$ cat src/rtl/uart_rx_if.sv
// Line and parallel-side signals of the 8N1 UART receiver.
// The receiver uses the slave modport; the line driver / byte consumer uses master.
interface uart_rx_if;
  logic       rx;
  logic [7:0] data_out;
  logic       rx_done;
  logic       frame_err;
  logic       busy;

  modport master (output rx, input data_out, rx_done, frame_err, busy);
  modport slave  (input rx, output data_out, rx_done, frame_err, busy);
endinterface

$ cat src/rtl/uart_rx.sv
// 8N1 UART receiver: 2-flop synchronizer, centre sampling at clk_per_bit clocks per bit.
// Optional UART_RX_MAJORITY_EN: 2-of-3 vote around each sample point, decided one cycle later.
module uart_rx #(
  parameter int clk_per_bit = 87
) (
  input  logic     clk,
  input  logic     reset,
  uart_rx_if.slave bus
);
  localparam logic [7:0] P_LAST = 8'(clk_per_bit - 1);
  localparam logic [7:0] H_LAST = 8'(clk_per_bit / 2 - 1);
`ifdef UART_RX_MAJORITY_EN
  localparam logic [7:0] DEC_OFS = 8'd1;
`else
  localparam logic [7:0] DEC_OFS = 8'd0;
`endif

  typedef enum logic [1:0] {IDLE, START, DATA, STOP} state_t;

  state_t     state;
  logic       rx_meta, rx_s;
  logic [7:0] clk_count, shift_reg, samp_cnt;
  logic [2:0] bit_idx;
  logic       wait_high, decide, bit_val;

  always_ff @(posedge clk or posedge reset)
    if (reset) begin
      rx_meta <= 1'b1;
      rx_s    <= 1'b1;
    end else begin
      rx_meta <= bus.rx;
      rx_s    <= rx_meta;
    end

  assign samp_cnt = (state == START) ? H_LAST : P_LAST;
  assign decide   = (clk_count == samp_cnt + DEC_OFS);

`ifdef UART_RX_MAJORITY_EN
  logic maj_a, maj_b;

  always_ff @(posedge clk or posedge reset)
    if (reset) begin
      maj_a <= 1'b1;
      maj_b <= 1'b1;
    end else begin
      if (clk_count == samp_cnt - 8'd1) maj_a <= rx_s;
      if (clk_count == samp_cnt)        maj_b <= rx_s;
    end

  assign bit_val = (maj_a & maj_b) | (maj_a & rx_s) | (maj_b & rx_s);
`else
  assign bit_val = rx_s;
`endif

  // Counter restarts at DEC_OFS after a decision so later sample points keep a one-cycle
  // shift instead of accumulating one cycle per bit in majority mode.
  always_ff @(posedge clk or posedge reset) begin
    if (reset) begin
      state         <= IDLE;
      clk_count     <= '0;
      bit_idx       <= '0;
      shift_reg     <= '0;
      wait_high     <= 1'b0;
      bus.data_out  <= '0;
      bus.rx_done   <= 1'b0;
      bus.frame_err <= 1'b0;
      bus.busy      <= 1'b0;
    end else begin
      bus.rx_done   <= 1'b0;
      bus.frame_err <= 1'b0;
      case (state)
        IDLE: begin
          if (rx_s) wait_high <= 1'b0;
          else if (!wait_high) begin
            state     <= START;
            clk_count <= '0;
            bus.busy  <= 1'b1;
          end
        end
        START: begin
          if (decide) begin
            if (!bit_val) begin
              state     <= DATA;
              clk_count <= DEC_OFS;
              bit_idx   <= '0;
            end else begin
              state    <= IDLE;
              bus.busy <= 1'b0;
            end
          end else clk_count <= clk_count + 8'd1;
        end
        DATA: begin
          if (decide) begin
            shift_reg <= {bit_val, shift_reg[7:1]};
            clk_count <= DEC_OFS;
            bit_idx   <= bit_idx + 3'd1;
            if (bit_idx == 3'd7) state <= STOP;
          end else clk_count <= clk_count + 8'd1;
        end
        STOP: begin
          if (decide) begin
            state     <= IDLE;
            bus.busy  <= 1'b0;
            clk_count <= '0;
            if (bit_val) begin
              bus.data_out <= shift_reg;
              bus.rx_done  <= 1'b1;
            end else begin
              // A break line must go high before the next start edge is trusted.
              bus.frame_err <= 1'b1;
              wait_high     <= 1'b1;
            end
          end else clk_count <= clk_count + 8'd1;
        end
        default: state <= IDLE;
      endcase
    end
  end
endmodule

$ cat src/flat_wrapper.sv
// flat-port wrapper written by rule: the top's interface ports become plain ports
module uart_rx_flat 
#(
  parameter int clk_per_bit = 87
)
  (clk, reset, bus_rx, bus_data_out, bus_rx_done, bus_frame_err, bus_busy);
  uart_rx_if bus_i ();
  input  logic clk;
  input  logic reset;
  input wire logic [$bits(bus_i.rx)-1:0] bus_rx;
  output wire logic [$bits(bus_i.data_out)-1:0] bus_data_out;
  output wire logic [$bits(bus_i.rx_done)-1:0] bus_rx_done;
  output wire logic [$bits(bus_i.frame_err)-1:0] bus_frame_err;
  output wire logic [$bits(bus_i.busy)-1:0] bus_busy;
  assign bus_i.rx = bus_rx;
  assign bus_data_out = bus_i.data_out;
  assign bus_rx_done = bus_i.rx_done;
  assign bus_frame_err = bus_i.frame_err;
  assign bus_busy = bus_i.busy;
  uart_rx #(.clk_per_bit(clk_per_bit)) u_core (.clk(clk), .reset(reset), .bus(bus_i));
endmodule
$ cat config.mk
export PLATFORM = sky130hd
export DESIGN_NAME = uart_rx_flat
export DESIGN_NICKNAME = d
export VERILOG_FILES = /design/src/rtl/uart_rx_if.sv /design/src/rtl/uart_rx.sv /design/src/flat_wrapper.sv
export SDC_FILE = /design/constraint.sdc
export NUM_CORES = 1
export LEC_CHECK = 0
export BUFFER_PORTS_ARGS = -buffer_cell sky130_fd_sc_hd__buf_2
export CAP_MARGIN = 20
export CORE_MARGIN = 1.5
export CORE_UTILIZATION = 45
export CTS_CLUSTER_DIAMETER = 100
export DETAILED_ROUTE_END_ITERATION = 7
export GPL_TIMING_DRIVEN = 0
export PLACE_DENSITY = 0.66
export SKIP_LAST_GASP = 1
export SLEW_MARGIN = 20
export SYNTH_ARGS = -nofsm -noshare
export SYNTH_HDL_FRONTEND = slang
export SYNTH_SLANG_ARGS = --single-unit
export TNS_END_PERCENT = 1
$ cat constraint.sdc
create_clock -name clk -period 5.7 [get_ports clk]
set_input_delay 0.855 -clock clk [delete_from_list [all_inputs] [get_ports clk]]
set_output_delay 0.855 -clock clk [all_outputs]
set_load 0.05 [all_outputs]
-- Word-level counts from Yosys, hierarchy flattened
Index checks and enable logic that the tools add are counted.
- $add $sub $neg: 2
- eq/ne operators: 16
- mux-type cells: 34
- reductions and logical operators: 12
- operators by type and width (operator ; number):
    8-bit 2-to-1 mux ; 5
    8-bit one-hot mux with 3 select lines ; 1
    2-bit 2-to-1 mux ; 7
    1-bit 2-to-1 mux ; 13
    2-bit by 1-bit != test with 1-bit output (second input constant) ; 6
    6-bit AND reduction ; 2
    3-bit 2-to-1 mux ; 3
    8-bit by 1-bit adder with 8-bit output (second input constant) ; 1
    8-bit equality test ; 1
    2-bit != test (second input constant) ; 4
    2-bit one-hot mux with 4 select lines ; 1
    4-bit AND reduction ; 2
    7-bit 2-to-1 mux ; 1
    3-bit one-hot mux with 2 select lines ; 1
    3-bit AND reduction ; 2
    2-bit equality test (second input constant) ; 2
    2-bit nonzero test ; 2
    3-bit by 1-bit adder with 3-bit output (second input constant) ; 1
    3-bit equality test (second input constant) ; 1
    3-bit != test (second input constant) ; 1
    1-bit one-hot mux with 3 select lines ; 1
    3-bit nonzero test ; 1
    2-bit by 1-bit equality test with 1-bit output (second input constant) ; 1
    2-bit zero test ; 1
    other kinds (3) ; 3
- register bits after elaboration: 35
- input port bits: 3
- output and inout bits: 11
- word-level logic and storage cells: 75

-- Logic depth before layout (Yosys ltp)
Gate-level depths: netlist of run 1.
- depth in word-level cells: 5
- depth in mapped cells: 8

-- Worst setup path after synthesis of run 1
No wires, ideal clock.
- path kind: flip-flop to flip-flop
- start point: register (tool-made name)
- end point: register u_core.bus.data_out[0]
- data arrival time: 1.665 ns
- slack: 3.908 ns
- cell stages (with the launch flop): 8
- period minus slack after synthesis: 1.792 ns
- cell sequence: dfrtp_1 clkbuf_1 nor4b_2 nand4b_1 a21oi_2 and4_1 buf_4 mux2_1
- RTL lines (element ; line ; text):
    end signal: assignment ; uart_rx.sv:106 ; bus.data_out <= shift_reg;
    end: declaration ; uart_rx_if.sv:11 ; modport slave (input rx, output data_out, rx_done, frame_err, busy);

==> flow_summary.toml, run 1 <==
[sta]
finClkSkew_ns = 0.00715
final_hold_viol_count = 0
post-route-period-util = 0.353
setup_viol = 0
drv_slew = 0
final.setup.tns_ns = 0
fmax_ghz = 0.497
worst_pin_slew_ns = 0.724
fin_crit_ns = 2.01
rsz0062_at_grt = "false"
max_slew_margin = 0.517
timing.hold.ws_ns = 0.369
setup_ws_ns = 3.69

[worst_hold_path]
whs_path_depth = 0
hp-start = "u_core.rx_meta"
hold_path_class = "register to register"
whs_endpoint = "u_core.bit_val"

[cells_and_area]
final_area_um2 = 1850
diodes = 0
drive_above_1_share = 0.296
fill_cells = 301
area_growth_pct = 12.4
multi_input_area_um2 = 697
final_cell_mix = "dfrtp_1 (33), buf_2 (14), nor2_1 (9), mux2_2 (9), mux2_1 (8)"
stdcell_count = 205
final_common_cell = "dfrtp_1"
num-nets-final = 165
seq_area_um2 = 878

[route]
drc = 0
wl_um = 2890
viasPerCell = 5.55
vias = 1137
wire_per_inst_um = 14.1
drtIter0Drc = 42
ant_nets = 0
firstDrtPassIters = 4

[logic_synthesis]
ys_types = 42
ys_ff_latch = 35
synth.yosys.seq_area_share = 0.534
avgSynthCellArea_um2 = 11.9
syn_nets = 145
syn_inst = 138
yosysWarningCount = 0
syn_area_um2 = 1640

[floorplan]
die_y_um = 63.4
dieArea_um2 = 4030
start_util = 0.481
num_io_pins = 14
num_rows = 21
die_w_um = 63.4
core_um2 = 3420

[pwr]
ir_worst_vdd_mv = 0.178
p_sw_uw = 131
switching_share = 0.258
p_seq_frac = 0.542
combinationalPowerShare = 0.109
p_int_uw = 377
power_leakage_nw = 0.966
p_per_area_nw_per_um2 = 275
pwr-share-clk = 0.349

[status]
status = "complete, no violations"

[job]
drv_cap = 0

[critical_path]
reg2reg_depth = 7
slowest_stage = "dfrtp_1"
reg2reg_slack_ns = 3.69
reg2reg_to = "u_core.bus.data_out[0]"
crit_fanout = 9
start_kind = "register"
crit_buf_inv = 2
critPathTopFamily = "simple AND/OR/NAND/NOR gates"
critPathRequiredTime_ns = 5.93
crit_chain = "clkbuf_1 -> nor4b_2 -> nand4b_1 -> a21oi_2 -> and4_1 -> buf_4 -> mux2_1"
worstSetupPathType = "register to register"
cp.arrival_ns = 2.24
endpoint_kind = "register"
crit_path_max_incr_delay_ns = 0.38

[clock_tree]
cts_resized = 0
clock-sinks = 35
worstSkewPairLatency_ns = 0.34
clk_path_buf_depth = 2
postCtsHoldBufs = 0
cts_tree = "yes"
cts-root-buf = "clkbuf_4"
cts_max_level = 2
tritoncts.num_buffers = 5
clk_pin_slew_ns = 0.11
post_cts_buffers = 0

[placed_design]
io_buffers = 13
dp_slack_ns = 3.70
dp_hpwl_um = 2010
place_inst = 197
placed_area_um2 = 1770
gp_congestion = 0.737

[global_route]
track_usage = 0.163
grt_antenna_before_repair = 0
grt_max_degree = 36
grt_pass1_wl_um = 5060
grt-ovfl-total = 0
grt_pass1_vias = 1126
[synth_stat cells (all sizes together)]
master / number / share of area
a31o: 1 / 0.0053
nor4b: 2 / 0.014
nand2b: 1 / 0.0038
a221o: 2 / 0.012
or2: 2 / 0.0076
a21bo: 1 / 0.0061
nor2: 10 / 0.024
buf: 6 / 0.028
nand4: 1 / 0.0038
dfstp: 2 / 0.032
a21o: 4 / 0.018
a211o: 4 / 0.021
and3: 2 / 0.0076
o21bai: 1 / 0.0046
nor3: 7 / 0.021
and4: 1 / 0.0053
mux2: 17 / 0.12
ha: 4 / 0.030
o2111a: 3 / 0.021
nor3b: 1 / 0.0046
o21ai: 1 / 0.0030
nand4b: 3 / 0.016
a21oi: 2 / 0.0084
nand3: 7 / 0.021
o2111ai: 1 / 0.0053
nor4: 1 / 0.0038
dfrtp: 33 / 0.50
nor2b: 1 / 0.0038
and2: 1 / 0.0038
a31oi: 1 / 0.0038
inv: 4 / 0.0091
nand2: 7 / 0.016
a311oi: 1 / 0.0053
clkbuf: 2 / 0.0046
a22o: 1 / 0.0053
[routing by layer]
metal / share of wire / track usage
met5: 0 / 0
met4: 0.021 / 0.0815
met3: 0.030 / 0.0321
met2: 0.51 / 0.280
met1: 0.44 / 0.193
[worst max path at each step]
stage          startpoint                     end  cells after the start
5_1_grt          register  u_core.bus.data_out[0]                      7
4_1_cts          register  u_core.bus.data_out[0]                      7
6_report         register  u_core.bus.data_out[0]                      7
2_1_floorplan    register  u_core.bus.data_out[0]                      7
3_5_place_dp     register  u_core.bus.data_out[0]                      7
3_3_place_gp        reset     u_core.clk_count[0]                      2
[cell type report]
| type | count | area share |
|---|---|---|
| Inverter | 4 | 0.00812 |
| Tap cell | 46 | 0.0311 |
| Buffer | 8 | 0.0291 |
| Clock inverter | 3 | 0.0237 |
| Multi-Input combinational cell | 91 | 0.377 |
| Clock buffer | 5 | 0.0203 |
| Timing Repair Buffer | 13 | 0.0352 |
| Sequential cell | 35 | 0.475 |
[logic make-up (layout without fill, tap and decap cells)]
family	after synthesis	after routing	synth area share
AO/OA/AOI/OAI	23	23	0.119
multiplexers	17	17	0.116
buffers and inverters	12	33	0.0419
adder cells (fa/ha/maj)	4	4	0.0304
AND/OR/NAND/NOR	47	47	0.158
flip-flops	35	35	0.534
[power by group through the flow]
stage | logic (mW) | clock network, mW | registers (mW)
3_3_place_gp | 0.0532 | 0 | 0.279
5_1_grt | 0.0620 | 0.196 | 0.278
6_report | 0.0557 | 0.178 | 0.276
3_5_place_dp | 0.0559 | 0 | 0.280
4_1_cts | 0.0560 | 0.183 | 0.275
2_1_floorplan | 0.0429 | 0 | 0.278
[through the flow]
| stage | util | power, mW |
|---|---|---|
| 2_1_floorplan | - | 0.321 |
| 3_3_place_gp | 0.517 | 0.332 |
| 3_5_place_dp | 0.517 | 0.336 |
| 4_1_cts | 0.541 | 0.514 |
| 5_1_grt | 0.541 | 0.535 |
| 6_report | 0.541 | 0.509 |
(Power assumes the default switching activity.)
==> run 2: changes to the inputs <==
- ABC_AREA: not set -> 1
- PLACE_DENSITY: 0.66 -> 0.68
- clock period: 5.7 -> 1.81 ns (I/O delays scaled with it)
==> run 2 against run 1 <==
Effect of this change: worst hold slack got worse by 0.35 ns; synthesized area increased by 0.15%; global-route usage increased by 1.1 points; sequential share of layout area decreased by 0.38 points; cell count increased by 27%; fmax increased by 22%; clock power increased to 3.2 times the previous value; clock skew increased by 0.0066 ns.
==> flow_summary.toml, run 2 <==
[status]
status = "complete, no violations"

[critical_path]
cp.arrival_ns = 1.88
worstSetupPathType = "register to register"
path_common_cell = "inv_1"
critPathRequiredTime_ns = 2.04
crit_fanout = 10
critPathTopFamily = "simple AND/OR/NAND/NOR gates"
crit_chain = "inv_1 -> ha_1 -> inv_1 -> nor2_1 -> nand2_2 -> buf_6 -> nor3_4 -> o21ai_0"
slowest_stage = "dfrtp_1"
crit_buf_inv = 3
endpoint_kind = "register"
rr_startpoint = "u_core.clk_count[0]"
reg2reg_depth = 8
critical_path_depth = 8
start_kind = "register"
reg2reg_slack_ns = 0.16
crit_path_max_incr_delay_ns = 0.43
setup.worst_path.start = "u_core.clk_count[0]"

[logic_synthesis]
syn_area_um2 = 1650
synth_edf_count = 0
ys_ff_latch = 35
ys_types = 24
yosysWarningCount = 0
yosysMostFrequentCell = "nand2_1"
syn_inst = 193
synth_commonest_cells = "nand2_1 (57), dfrtp_1 (33), inv_1 (26), o21ai_0 (22)"
syn_nets = 200
synth_area_leader_cell = "dfrtp_1"
synth_top_area_share = 0.502
synthArstFlopShare = 1.00
avgSynthCellArea_um2 = 8.53
ys.flop_type = "dfrtp_1"
synth.yosys.seq_area_share = 0.533
ys_top_cells_by_area = "dfrtp_1 (50%), nand2_1 (13%), o21ai_0 (6.7%), inv_1 (5.9%), nand3_1 (3.6%)"

[floorplan]
dieArea_um2 = 4030
num_rows = 21
core_um2 = 3420
die_w_um = 63.5
die_y_um = 63.5
num_io_pins = 14
start_util = 0.482

[route]
viasPerCell = 4.79
drtIter0Drc = 55
firstDrtPassIters = 4
wire_per_inst_um = 11.2
drc = 0
vias = 1250
wl_um = 2930
ant_nets = 0

[sta]
final_hold_viol_count = 0
worst_pin_slew_ns = 0.717
drv_slew = 0
post-route-period-util = 0.910
setup_viol = 0
final.setup.tns_ns = 0
fin_crit_ns = 1.65
rsz0062_at_grt = "true"
max_slew_margin = 0.521
finClkSkew_ns = 0.0137
fmax_ghz = 0.607

[cells_and_area]
diodes = 0
final_cell_mix = "nand2_1 (57), dfrtp_1 (33), inv_1 (25)"
fill_cells = 348
num-nets-final = 221
final_common_cell = "nand2_1"
drive_above_1_share = 0.167
area_growth_pct = 13.1
stdcell_count = 261
final_area_um2 = 1860

[pwr]
p_per_area_nw_per_um2 = 925
switching_share = 0.293
ir_worst_vdd_mv = 0.713
p_seq_frac = 0.517
combinationalPowerShare = 0.154
p_sw_uw = 505
p_int_mw = 1.22
power_leakage_nw = 0.941
finalPower_mw = 1.72
pwr-share-clk = 0.329

[global_route]
track_usage = 0.174
grt_pass1_vias = 1250
grt-ovfl-total = 0
grt_antenna_before_repair = 0
grt_max_degree = 36
grt_pass1_wl_um = 5450

[clock_tree]
clock-sinks = 35
cts_max_level = 2
cts_tree = "yes"
post_cts_buffers = 0
cts-root-buf = "clkbuf_4"
tritoncts.num_buffers = 5
clk_pin_slew_ns = 0.12
worstSkewPairLatency_ns = 0.35
clk_path_buf_depth = 2

[placed_design]
gp_congestion = 0.838
place_inst = 252
io_buffers = 13
dp_hpwl_um = 2040
placed_area_um2 = 1770

[worst_hold_path]
hold_path_class = "input pin to asynchronous set/reset pin"

[job]
drv_cap = 0
run 2: cell types whose count changed after synthesis, sizes merged, moves of 4 or more:
| cell | previous run | this run |
|---|---|---|
| a211o | 4 | 0 |
| a21o | 4 | 0 |
| inv | 4 | 27 |
| mux2 | 17 | 0 |
| nand2 | 7 | 58 |
| nand3 | 7 | 12 |
| nor3 | 7 | 2 |
| o21ai | 1 | 27 |
run 2: logic make-up (layout without fill, tap and decap cells):
kind of cell,Yosys count,count (layout),synth area share
flops,35,35,0.533
xor+xnor,1,1,0.00532
simple gates,88,88,0.233
buf+inv,31,53,0.0798
fa+ha+maj,4,4,0.0304
compound gates,34,34,0.118
run 2: worst paths after layout:
kind | to
worst max-delay path | u_core.bus.data_out[2]
worst min-delay path | u_core.bus.data_out[1]
worst max register to register | u_core.bus.data_out[2]
worst min register to register | u_core.bit_val
max in group asynchronous | u_core.bit_idx[0]
min in group clk | u_core.bit_val
run 2: cell type report:
cell class / count / area (µm²) / share of cell area
repair buffers: 14 / 75.1 / 0.0403
flip-flops and latches: 35 / 878 / 0.471
well taps: 46 / 57.6 / 0.0309
clock inverters: 3 / 43.8 / 0.0235
multi-input cells: 127 / 639 / 0.343
plain buffers: 4 / 30.0 / 0.0161
inverters: 27 / 101 / 0.0544
clock buffers: 5 / 37.5 / 0.0201
run 2: layer usage:
layer / vias to the layer above / share of wire / global-route usage
met2: 16 / 0.43 / 0.262
met1: 574 / 0.52 / 0.238
met3: 5 / 0.029 / 0.0411
li1: 655 / - / -
met5: - / 0 / 0
met4: 0 / 0.016 / 0.0788
run 2: per-stage QoR:
| stage | worst slack, ns | hold slack [ns] | util |
|---|---|---|---|
| after floorplan | 0.390 | 0.276 | - |
| after global placement | 0.160 | 0.346 | 0.518 |
| after detailed placement | 0.119 | 0.347 | 0.518 |
| after CTS | 0.108 | 0.0114 | 0.542 |
| after global routing | -0.0863 | 0.0791 | 0.545 |
| final | 0.162 | 0.0238 | 0.545 |
run 2: power groups by stage:
stage	Combinational, mW	Sequential (mW)	Clock [mW]
3_5_place_dp	0.265	0.906	0
5_1_grt	0.308	0.903	0.622
6_report	0.265	0.891	0.567
4_1_cts	0.268	0.890	0.580
3_3_place_gp	0.263	0.903	0
2_1_floorplan	0.197	0.911	0
run 2: what timing repair did:
action                                  4_1_cts  5_1_grt
resized for setup                             0        1
hold endpoints to repair                      0        1
endpoints found under the setup margin        0       14
hold buffers                                  0        1
==> run 3: changes to the inputs <==
- REMOVE_ABC_BUFFERS: not set -> 1
==> run 3 against run 2 <==
Effect of this change: non-clock buffer count grew 2; wire length grew 0.65%; global-route usage shrank 0.71 points; register-to-register slack lost 0.02 ns; sequential share of layout area shrank 1.3 points; sequential power grew 0.9%; critical path type unchanged.
==> flow_summary.toml, run 3 (synthesized netlist as in run 2, its figures left out) <==
[global_route]
grt_antenna_before_repair = 0
track_usage = 0.167
grt_pass1_vias = 1183
grt-ovfl-total = 0
grt_pass1_wl_um = 5180
grt_max_degree = 36

[floorplan]
num_io_pins = 14
num_rows = 21
die_y_um = 63.5
dieArea_um2 = 4030
core_um2 = 3420
start_util = 0.482
die_w_um = 63.5

[clock_tree]
clk_pin_slew_ns = 0.12
worstSkewPairLatency_ns = 0.34
clock-sinks = 35
cts-root-buf = "clkbuf_4"
clk_path_buf_depth = 2
tritoncts.num_buffers = 5
cts_tree = "yes"
cts_max_level = 2

[sta]
final.setup.tns_ns = 0
finClkSkew_ns = 0.0119
setup_viol = 0
max_slew_margin = 0.532
final_hold_viol_count = 0
timing.hold.ws_ns = 0.0234
post-route-period-util = 0.922
drv_slew = 0
worst_pin_slew_ns = 0.701
fmax_ghz = 0.599
fin_crit_ns = 1.67

[pwr]
p_int_mw = 1.22
p_seq_frac = 0.517
p_per_area_nw_per_um2 = 908
p_sw_uw = 522
ir_worst_vdd_mv = 0.675
pwr-share-clk = 0.329
combinationalPowerShare = 0.153
switching_share = 0.300
power_leakage_nw = 0.960

[cells_and_area]
final_common_cell = "nand2_1"
stdcell_count = 263
area_growth_pct = 16.3
drive_above_1_share = 0.189
num-nets-final = 223
diodes = 0
final_cell_mix = "nand2_1 (56), dfrtp_1 (33), inv_1 (25)"

[critical_path]
endpoint_kind = "register"
crit_fanout = 21
worstSetupPathType = "register to register"
start_kind = "register"
cp.arrival_ns = 1.90
critPathRequiredTime_ns = 2.04

[route]
vias = 1264
drc = 0
drtIter0Drc = 64
viasPerCell = 4.81
wl_um = 2950
ant_nets = 0
firstDrtPassIters = 4
wire_per_inst_um = 11.2

[worst_hold_path]
hold_path_class = "input pin to asynchronous set/reset pin"

[status]
status = "complete, no violations"

[placed_design]
gp_congestion = 0.801
place_inst = 248
io_buffers = 13
dp_hpwl_um = 1980

[job]
drv_cap = 0
run 3: cell count changes in the layout (fill, tap and decap cells not counted), sizes merged:
cell,before,now
buf,16,19
clkbuf,6,5
run 3: path summary, 6_finish.rpt:
kind | depth (start not counted) | end | slack [ns] | from
setup reg to reg | 8 | u_core.bus.data_out[7] | 0.14 | u_core.clk_count[0]
max in group asynchronous | 2 | u_core.wait_high | 1.33 | reset
min in group clk | 0 | u_core.bit_val | 0.36 | u_core.rx_meta
hold reg to reg | 0 | u_core.bit_val | 0.36 | u_core.rx_meta
hold / removal | 2 | u_core.shift_reg[1] | 0.02 | reset
setup / recovery | 8 | u_core.bus.data_out[7] | 0.14 | u_core.clk_count[0]
run 3: power by group through the flow:
stage / logic (mW) / registers (mW) / clock network (mW)
global placement: 0.244 / 0.912 / 0
finish: 0.267 / 0.899 / 0.572
global route: 0.314 / 0.908 / 0.618
detailed placement: 0.253 / 0.910 / 0
floorplan: 0.184 / 0.918 / 0
CTS: 0.254 / 0.897 / 0.584
run 3: routing by layer:
layer / track usage / wire length, µm
met1: 0.219 / 1420
met2: 0.264 / 1390
met3: 0.0482 / 100
met4: 0.0571 / 35
met5: 0 / 0
run 3: worst max-delay path, cell delays in order (launching register included):
cell and delay [ns]:
dfrtp_1 0.43, inv_1 0.07, ha_1 0.14, inv_1 0.04, nor2_2 0.22, nand2_8 0.18
nor3_4 0.25, buf_4 0.15, o21ai_0 0.08
run 3: layout make-up:
| type | instances | area [µm²] |
|---|---|---|
| clock inverter | 3 | 43.8 |
| fill | 323 | 1500 |
| timing repair buffer | 20 | 133 |
| tap | 46 | 57.6 |
| inverter | 27 | 101 |
| sequential | 35 | 878 |
| multi-input combinational | 127 | 663 |
| clock buffer | 5 | 37.5 |
run 3: stage by stage:
| step | instance area (µm²) | setup slack (ns) | util | power [mW] |
|---|---|---|---|---|
| after floorplan | 1620 | 0.122 | - | 1.10 |
| after global placement | 1740 | -0.190 | 0.509 | 1.16 |
| after detailed placement | 1740 | -0.213 | 0.509 | 1.16 |
| after CTS | 1850 | -0.0583 | 0.542 | 1.73 |
| after global routing | 1910 | -0.00184 | 0.560 | 1.84 |
| final | 1910 | 0.140 | 0.560 | 1.74 |
run 3: repair_timing:
action,CTS,global route
buffers inserted,2,4
hold endpoints to repair,0,1
endpoints found under the setup margin,12,30
pin swaps,1,4
gates cloned,0,0
hold buffers,0,1
resized for setup,1,5
